===== src/rtl/stream_checksum_if.sv =====
// Stream-in / result-out bundle for the ones-complement checksum engine.
// Input beats handshake on s_valid/s_ready and results on m_valid/m_ready.
// In both cases a transfer happens on a rising clock edge where valid and
// ready are both 1. Once a producer raises valid, it holds valid and its
// payload stable until that transfer.
interface stream_checksum_if #(
  parameter int DATA_W = 64
);
  localparam int NW = DATA_W / 16;

  logic              s_valid;
  logic              s_ready;
  logic [DATA_W-1:0] s_data;
  logic [NW-1:0]     s_keep;
  logic              s_last;
  logic [15:0]       init_sum;
  logic              m_valid;
  logic              m_ready;
  logic [15:0]       m_checksum;
  logic              m_ok;
  logic [15:0]       m_words;

  // Checksum engine side
  modport slave (
    input  s_valid, s_data, s_keep, s_last, init_sum, m_ready,
    output s_ready, m_valid, m_checksum, m_ok, m_words
  );

  // Beat producer / result consumer side
  modport master (
    output s_valid, s_data, s_keep, s_last, init_sum, m_ready,
    input  s_ready, m_valid, m_checksum, m_ok, m_words
  );
endinterface


===== src/rtl/stream_checksum.sv =====
// Internet-style ones-complement checksum over a packet of 16-bit words,
// with a per-packet seed, per-word keep mask and saturating word count.
// The result is presented until it is consumed. New beats are blocked
// while a result is pending.
module stream_checksum #(
  parameter int DATA_W = 64
) (
  input  logic               clk,
  input  logic               rst_n,
  stream_checksum_if.slave   bus,
  output logic [1:0]         dbg_state
);
  localparam int NW = DATA_W / 16;
  localparam int CW = $clog2(NW + 1);
  localparam int SW = 16 + CW;

  typedef enum logic [1:0] {
    IDLE  = 2'd0,
    ACCUM = 2'd1,
    HOLD  = 2'd2
  } state_t;

  state_t      state_q, state_d;
  logic [15:0] acc_q, acc_d;
  logic [15:0] cnt_q, cnt_d;
  logic        valid_q, valid_d;
  logic [15:0] chk_q, chk_d;
  logic        ok_q, ok_d;
  logic [15:0] words_q, words_d;

  logic          s_fire;
  logic          m_fire;
  logic [15:0]   acc_base;
  logic [15:0]   cnt_base;
  logic [SW-1:0] raw_sum;
  logic [SW-1:0] folded;
  logic [15:0]   beat_sum;
  logic [CW-1:0] pop;
  logic [16:0]   cnt_sum;
  logic [15:0]   cnt_new;

  // Ready is decoded from the registered state only.
  assign bus.s_ready    = (state_q != HOLD);
  assign bus.m_valid    = valid_q;
  assign bus.m_checksum = chk_q;
  assign bus.m_ok       = ok_q;
  assign bus.m_words    = words_q;
  assign dbg_state      = state_q;

  assign s_fire = bus.s_valid && (state_q != HOLD);
  assign m_fire = valid_q && bus.m_ready;

  // Beat arithmetic: seed or running sum plus enabled words, then end-around fold.
  always_comb begin
    acc_base = (state_q == IDLE) ? bus.init_sum : acc_q;
    cnt_base = (state_q == IDLE) ? 16'd0 : cnt_q;
    raw_sum  = {{CW{1'b0}}, acc_base};
    pop      = '0;
    for (int i = 0; i < NW; i++) begin
      if (bus.s_keep[i]) begin
        raw_sum = raw_sum + {{CW{1'b0}}, bus.s_data[16*i +: 16]};
        pop     = pop + CW'(1);
      end
    end
    // The raw sum is at most (NW+1)*0xFFFF. The first fold leaves at most
    // 0xFFFF+NW, so a second fold always lands within 16 bits.
    folded = raw_sum;
    for (int f = 0; f < 2; f++) begin
      folded = {{CW{1'b0}}, folded[15:0]} + {16'd0, folded[SW-1:16]};
    end
    beat_sum = folded[15:0];
    cnt_sum  = {1'b0, cnt_base} + 17'(pop);
    cnt_new  = cnt_sum[16] ? 16'hFFFF : cnt_sum[15:0];
  end

  // Next-state and registered-output decode for the IDLE/ACCUM/HOLD FSM.
  always_comb begin
    state_d = state_q;
    acc_d   = acc_q;
    cnt_d   = cnt_q;
    valid_d = valid_q;
    chk_d   = chk_q;
    ok_d    = ok_q;
    words_d = words_q;
    case (state_q)
      IDLE, ACCUM: begin
        if (s_fire) begin
          acc_d = beat_sum;
          cnt_d = cnt_new;
          if (bus.s_last) begin
            state_d = HOLD;
            valid_d = 1'b1;
            chk_d   = ~beat_sum;
            ok_d    = (beat_sum == 16'hFFFF);
            words_d = cnt_new;
          end else begin
            state_d = ACCUM;
          end
        end
      end
      HOLD: begin
        // Result fields keep their last values after consumption.
        if (m_fire) begin
          state_d = IDLE;
          valid_d = 1'b0;
        end
      end
      default: begin
        state_d = IDLE;
        valid_d = 1'b0;
      end
    endcase
  end

  // State register; asynchronous reset discards any partial packet or pending result.
  always_ff @(posedge clk or negedge rst_n) begin
    if (!rst_n) begin
      state_q <= IDLE;
      acc_q   <= 16'd0;
      cnt_q   <= 16'd0;
      valid_q <= 1'b0;
      chk_q   <= 16'd0;
      ok_q    <= 1'b0;
      words_q <= 16'd0;
    end else begin
      state_q <= state_d;
      acc_q   <= acc_d;
      cnt_q   <= cnt_d;
      valid_q <= valid_d;
      chk_q   <= chk_d;
      ok_q    <= ok_d;
      words_q <= words_d;
    end
  end
endmodule


===== src/flat_wrapper.sv =====
// flat-port wrapper written by rule: the top's interface ports become plain ports
module stream_checksum_flat 
#(
  parameter int DATA_W = 64
)
  (clk, rst_n, dbg_state, bus_s_valid, bus_s_data, bus_s_keep, bus_s_last, bus_init_sum, bus_m_ready, bus_s_ready, bus_m_valid, bus_m_checksum, bus_m_ok, bus_m_words);
  stream_checksum_if #(.DATA_W(DATA_W)) bus_i ();
  input  logic clk;
  input  logic rst_n;
  output logic [1:0] dbg_state;
  input wire logic [$bits(bus_i.s_valid)-1:0] bus_s_valid;
  input wire logic [$bits(bus_i.s_data)-1:0] bus_s_data;
  input wire logic [$bits(bus_i.s_keep)-1:0] bus_s_keep;
  input wire logic [$bits(bus_i.s_last)-1:0] bus_s_last;
  input wire logic [$bits(bus_i.init_sum)-1:0] bus_init_sum;
  input wire logic [$bits(bus_i.m_ready)-1:0] bus_m_ready;
  output wire logic [$bits(bus_i.s_ready)-1:0] bus_s_ready;
  output wire logic [$bits(bus_i.m_valid)-1:0] bus_m_valid;
  output wire logic [$bits(bus_i.m_checksum)-1:0] bus_m_checksum;
  output wire logic [$bits(bus_i.m_ok)-1:0] bus_m_ok;
  output wire logic [$bits(bus_i.m_words)-1:0] bus_m_words;
  assign bus_i.s_valid = bus_s_valid;
  assign bus_i.s_data = bus_s_data;
  assign bus_i.s_keep = bus_s_keep;
  assign bus_i.s_last = bus_s_last;
  assign bus_i.init_sum = bus_init_sum;
  assign bus_i.m_ready = bus_m_ready;
  assign bus_s_ready = bus_i.s_ready;
  assign bus_m_valid = bus_i.m_valid;
  assign bus_m_checksum = bus_i.m_checksum;
  assign bus_m_ok = bus_i.m_ok;
  assign bus_m_words = bus_i.m_words;
  stream_checksum #(.DATA_W(DATA_W)) u_core (.clk(clk), .rst_n(rst_n), .bus(bus_i), .dbg_state(dbg_state));
endmodule

===== config.mk =====
export PLATFORM = sky130hd
export DESIGN_NAME = stream_checksum_flat
export DESIGN_NICKNAME = d
export VERILOG_FILES = /design/src/rtl/stream_checksum_if.sv /design/src/rtl/stream_checksum.sv /design/src/flat_wrapper.sv
export SDC_FILE = /design/constraint.sdc
export NUM_CORES = 1
export LEC_CHECK = 0
export BUFFER_PORTS_ARGS = -buffer_cell sky130_fd_sc_hd__buf_2
export CAP_MARGIN = 20
export CORE_UTILIZATION = 60
export DETAILED_ROUTE_END_ITERATION = 10
export PLACE_DENSITY = 0.83
export SYNTH_ARGS = -nofsm -noshare
export SYNTH_HDL_FRONTEND = slang
export SYNTH_SLANG_ARGS = --single-unit

===== constraint.sdc =====
create_clock -name clk -period 14.71 [get_ports clk]
set_input_delay 1.471 -clock clk [delete_from_list [all_inputs] [get_ports clk]]
set_output_delay 1.471 -clock clk [all_outputs]
set_load 0.005 [all_outputs]

==> out/metrics.cfg <==
[status]
status = completed

[yosys]
yosys-top-cells-area = dfrtp_1, ha_1, nand2_1
synth_edf_count = 0
async_reset_ff_share_pct = 100.0
synthDistinctLibCells = 93
synth_top_cell_area_share_pct = 19.98
ys_seq_area_share_pct = 19.98
synth.net_count = 1288
synthCells = 1114
yosysMostFrequentCell = nand2_1
yosys_warnings = 0
synth_ff_type = dfrtp_1
yosys-top-cells-count = nand2_1, o21ai_0, a21oi_1
synth_top_area_cell = dfrtp_1
syn_avg_cell_area_sq_um = 7.644
ys_ff_latch = 68
syn_area_sq_um = 8516

[power]
irDropWorstVdd_mv = 0.2244
seq_power_share_pct = 11.1
combPwrFrac_pct = 80.7
power.density_nw_per_um2 = 271.2
internal_power_mw = 1.199
p_sw_share_pct = 53.51
p_clk_share_pct = 8.2
power_leakage_nw = 4.445
switchingPower_mw = 1.380

[timing]
max_freq_ghz = 0.08052
hold_violations = 0
max_slew_margin_pct = 31.97
drv_slew = 0
setup_tns_ps = 0
holdWs_ps = 473.8
rsz0062_at_grt = false
period_share_pct = 84.43
tightest_slew_ps = 1018
worst_slack_ps = 2291
setup_viol_count_final = 0
finClkSkew_ps = 5.499
period_minus_slack_ps = 12420

[floorplan]
num_rows = 43
initial_core_util_pct = 61.35
io_pins = 126
fp.dieW_um = 121.1
die_area_sq_um = 14670
die_h_um = 121.1
core_area_sq_um = 13880

[grt]
grt_max_degree = 69
track_usage_pct = 35.43
antenna_found_initial = 0
grt_pass1_wl_um = 40450
grt_overflow = 0
grt_pass1_vias = 7992

[min_path]
worstHoldStart = u_core.bus.m_words[6]
hp-class = reg2reg
whs_path_depth = 2
whs_endpoint = u_core.bus.m_words[6]

[finish]
regArea_sq_um = 1702
nFillCells = 1181
syn_to_final_growth_pct = 11.64
final_nets = 1383
drive_above_1_share_pct = 16.91
multi_input_area_sq_um = 6441
stdcell_count = 1392
num_antenna_cells = 0

[critical_path]
rr_startpoint = u_core.dbg_state[1]
critPathMaxFanout = 9
end_kind = register
worstSetupStartpointType = primary input
cpLargestDelayFamily = compound AO/OA/AOI/OAI gates
reg2reg_depth = 48
crit_path_max_incr_delay_ps = 560
setup.worst_path.class = in2reg
crit_buf_inv = 2
cp.arrival_ps = 12660
cp.depth = 47
cp_common_cell = ha_1
r2r_setup_slack_ps = 2330
critPathRequiredTime_ps = 14950
crit_path_top_delay_cell = a221oi_1
regToRegEndpoint = u_core.bus.m_ok

[routing]
vias = 8808
routed_wl_um = 25420
drt_iter0_markers = 788
drc = 0
drtPass1Iterations = 5
wire_per_inst_um = 18.26
postRouteAntennaNets = 0
via_per_inst = 6.328

[clocking]
clk_latency_ps = 330
clock_sinks = 68
clkTransAtPathRegs_ps = 50
cts-htree-levels = 3
cts_buffer_depth = 2
cts_tree = built
cts_root_buf = clkbuf_16
ctsResizeCount = 0
cts_buffers = 9
post-cts-setup-buffers = 0
cts-hold-fix-buffers = 0

[placed_design]
dpl.hpwl_um = 20100
dpl_worst_slack_ps = 2251
place.gp.congestion = 0.9947
dp.cells = 1378
io_buffers = 125

[job]
maxCapViolations = 0

==> registers in the layout, indices dropped and copies added (netlist names) <==
| signal | count |
|---|---|
| u_core.bus.m_checksum | 16 |
| u_core.cnt_q | 16 |
| u_core.bus.m_words | 16 |
| u_core.bus.m_ok | 1 |
| u_core.acc_q | 16 |
| u_core.dbg_state | 2 |
| u_core.bus.m_valid | 1 |
==> metrics by stage <==
stage / area, sq um / utilization [%] / power (mW)
after global placement: 9215 / 66.39 / 2.282
after detailed placement: 9215 / 66.39 / 2.296
final: 9507 / 68.49 / 2.578
after floorplan: 8516 / - / 1.807
after global routing: 9507 / 68.49 / 2.789
after CTS: 9507 / 68.49 / 2.530
==> worst max path at each step <==
stage / end / startpoint / slack [ps]
final: u_core.bus.m_ok / bus_init_sum[0] / 2290
after global placement: u_core.bus.m_ok / bus_init_sum[0] / 2560
after global routing: u_core.bus.m_ok / u_core.dbg_state[1] / 1340
after detailed placement: u_core.bus.m_ok / bus_init_sum[0] / 2250
after CTS: u_core.bus.m_ok / bus_init_sum[0] / 2490
after floorplan: u_core.bus.m_ok / bus_init_sum[0] / 3590
==> worst register-to-register path: cells and delay by family, from the launching register on <==
kind | cells | cell delay, ps
fa+ha+maj | 8 | 2450
buf+inv | 2 | 410
mux | 1 | 290
simple gates | 17 | 3590
flops | 1 | 480
compound gates | 18 | 4590
xor+xnor | 2 | 510
==> cells in the final DEF, fill, tap and decap left out, types with 8 or more instances in the layout <==
cell type / count
nand2_1: 159
buf_2: 125
o21ai_0: 94
a21oi_1: 87
nor2_1: 84
ha_1: 79
dfrtp_1: 68
inv_1: 47
xnor2_1: 41
nand3_1: 34
a21o_1: 26
xor2_1: 26
mux2_2: 22
nor3_1: 21
a211oi_1: 17
nor2b_1: 14
o21a_1: 14
mux2i_1: 13
nand4_1: 12
or3_1: 12
and2_1: 12
and3_1: 10
a31oi_1: 10
o31ai_1: 9
clkbuf_16: 9
nand2b_1: 8
o211ai_1: 8
or2_2: 8
a211o_1: 8
==> routing by layer <==
layer  vias to the layer above  wire, um  global-route usage [%]  share of wire (%)
met5                         -         0                       0                  0
met1                      4110     11600                   50.99                 46
met2                       374     10980                   54.32                 43
li1                       4270         -                       -                  -
met3                        54      2184                   5.733                8.6
met4                         0       657                   10.19                2.6
==> final cells by class <==
class	count	share of cell area (%)
clock inverters	2	0.3685
multi-input cells	952	67.75
inverters	47	1.856
flip-flops and latches	68	17.90
repair buffers	131	7.054
clock buffers	12	2.698
well taps	180	2.369
==> cell families (layout without fill, tap and decap cells) <==
logic type                 count (synthesis)  count (layout)  synth area share, %
muxes                                     37              37                4.878
and+or+nand+nor                          416             416                23.88
xor gates and xnor gates                  67              67                6.891
AOI/OAI and AO/OA                        346             346                26.83
buffers and inverters                     94             192                4.408
DFF                                       68              68                19.98
adders and majority gates                 86              86                13.14
==> power groups by stage <==
stage / combinational (mW) / sequential (mW) / clock, mW
floorplan: 1.53 / 0.278 / 0
global placement: 2.00 / 0.286 / 0
detailed placement: 2.01 / 0.287 / 0
CTS: 2.03 / 0.285 / 0.214
global route: 2.27 / 0.291 / 0.224
finish: 2.08 / 0.286 / 0.212
(Power assumes the default switching activity.)
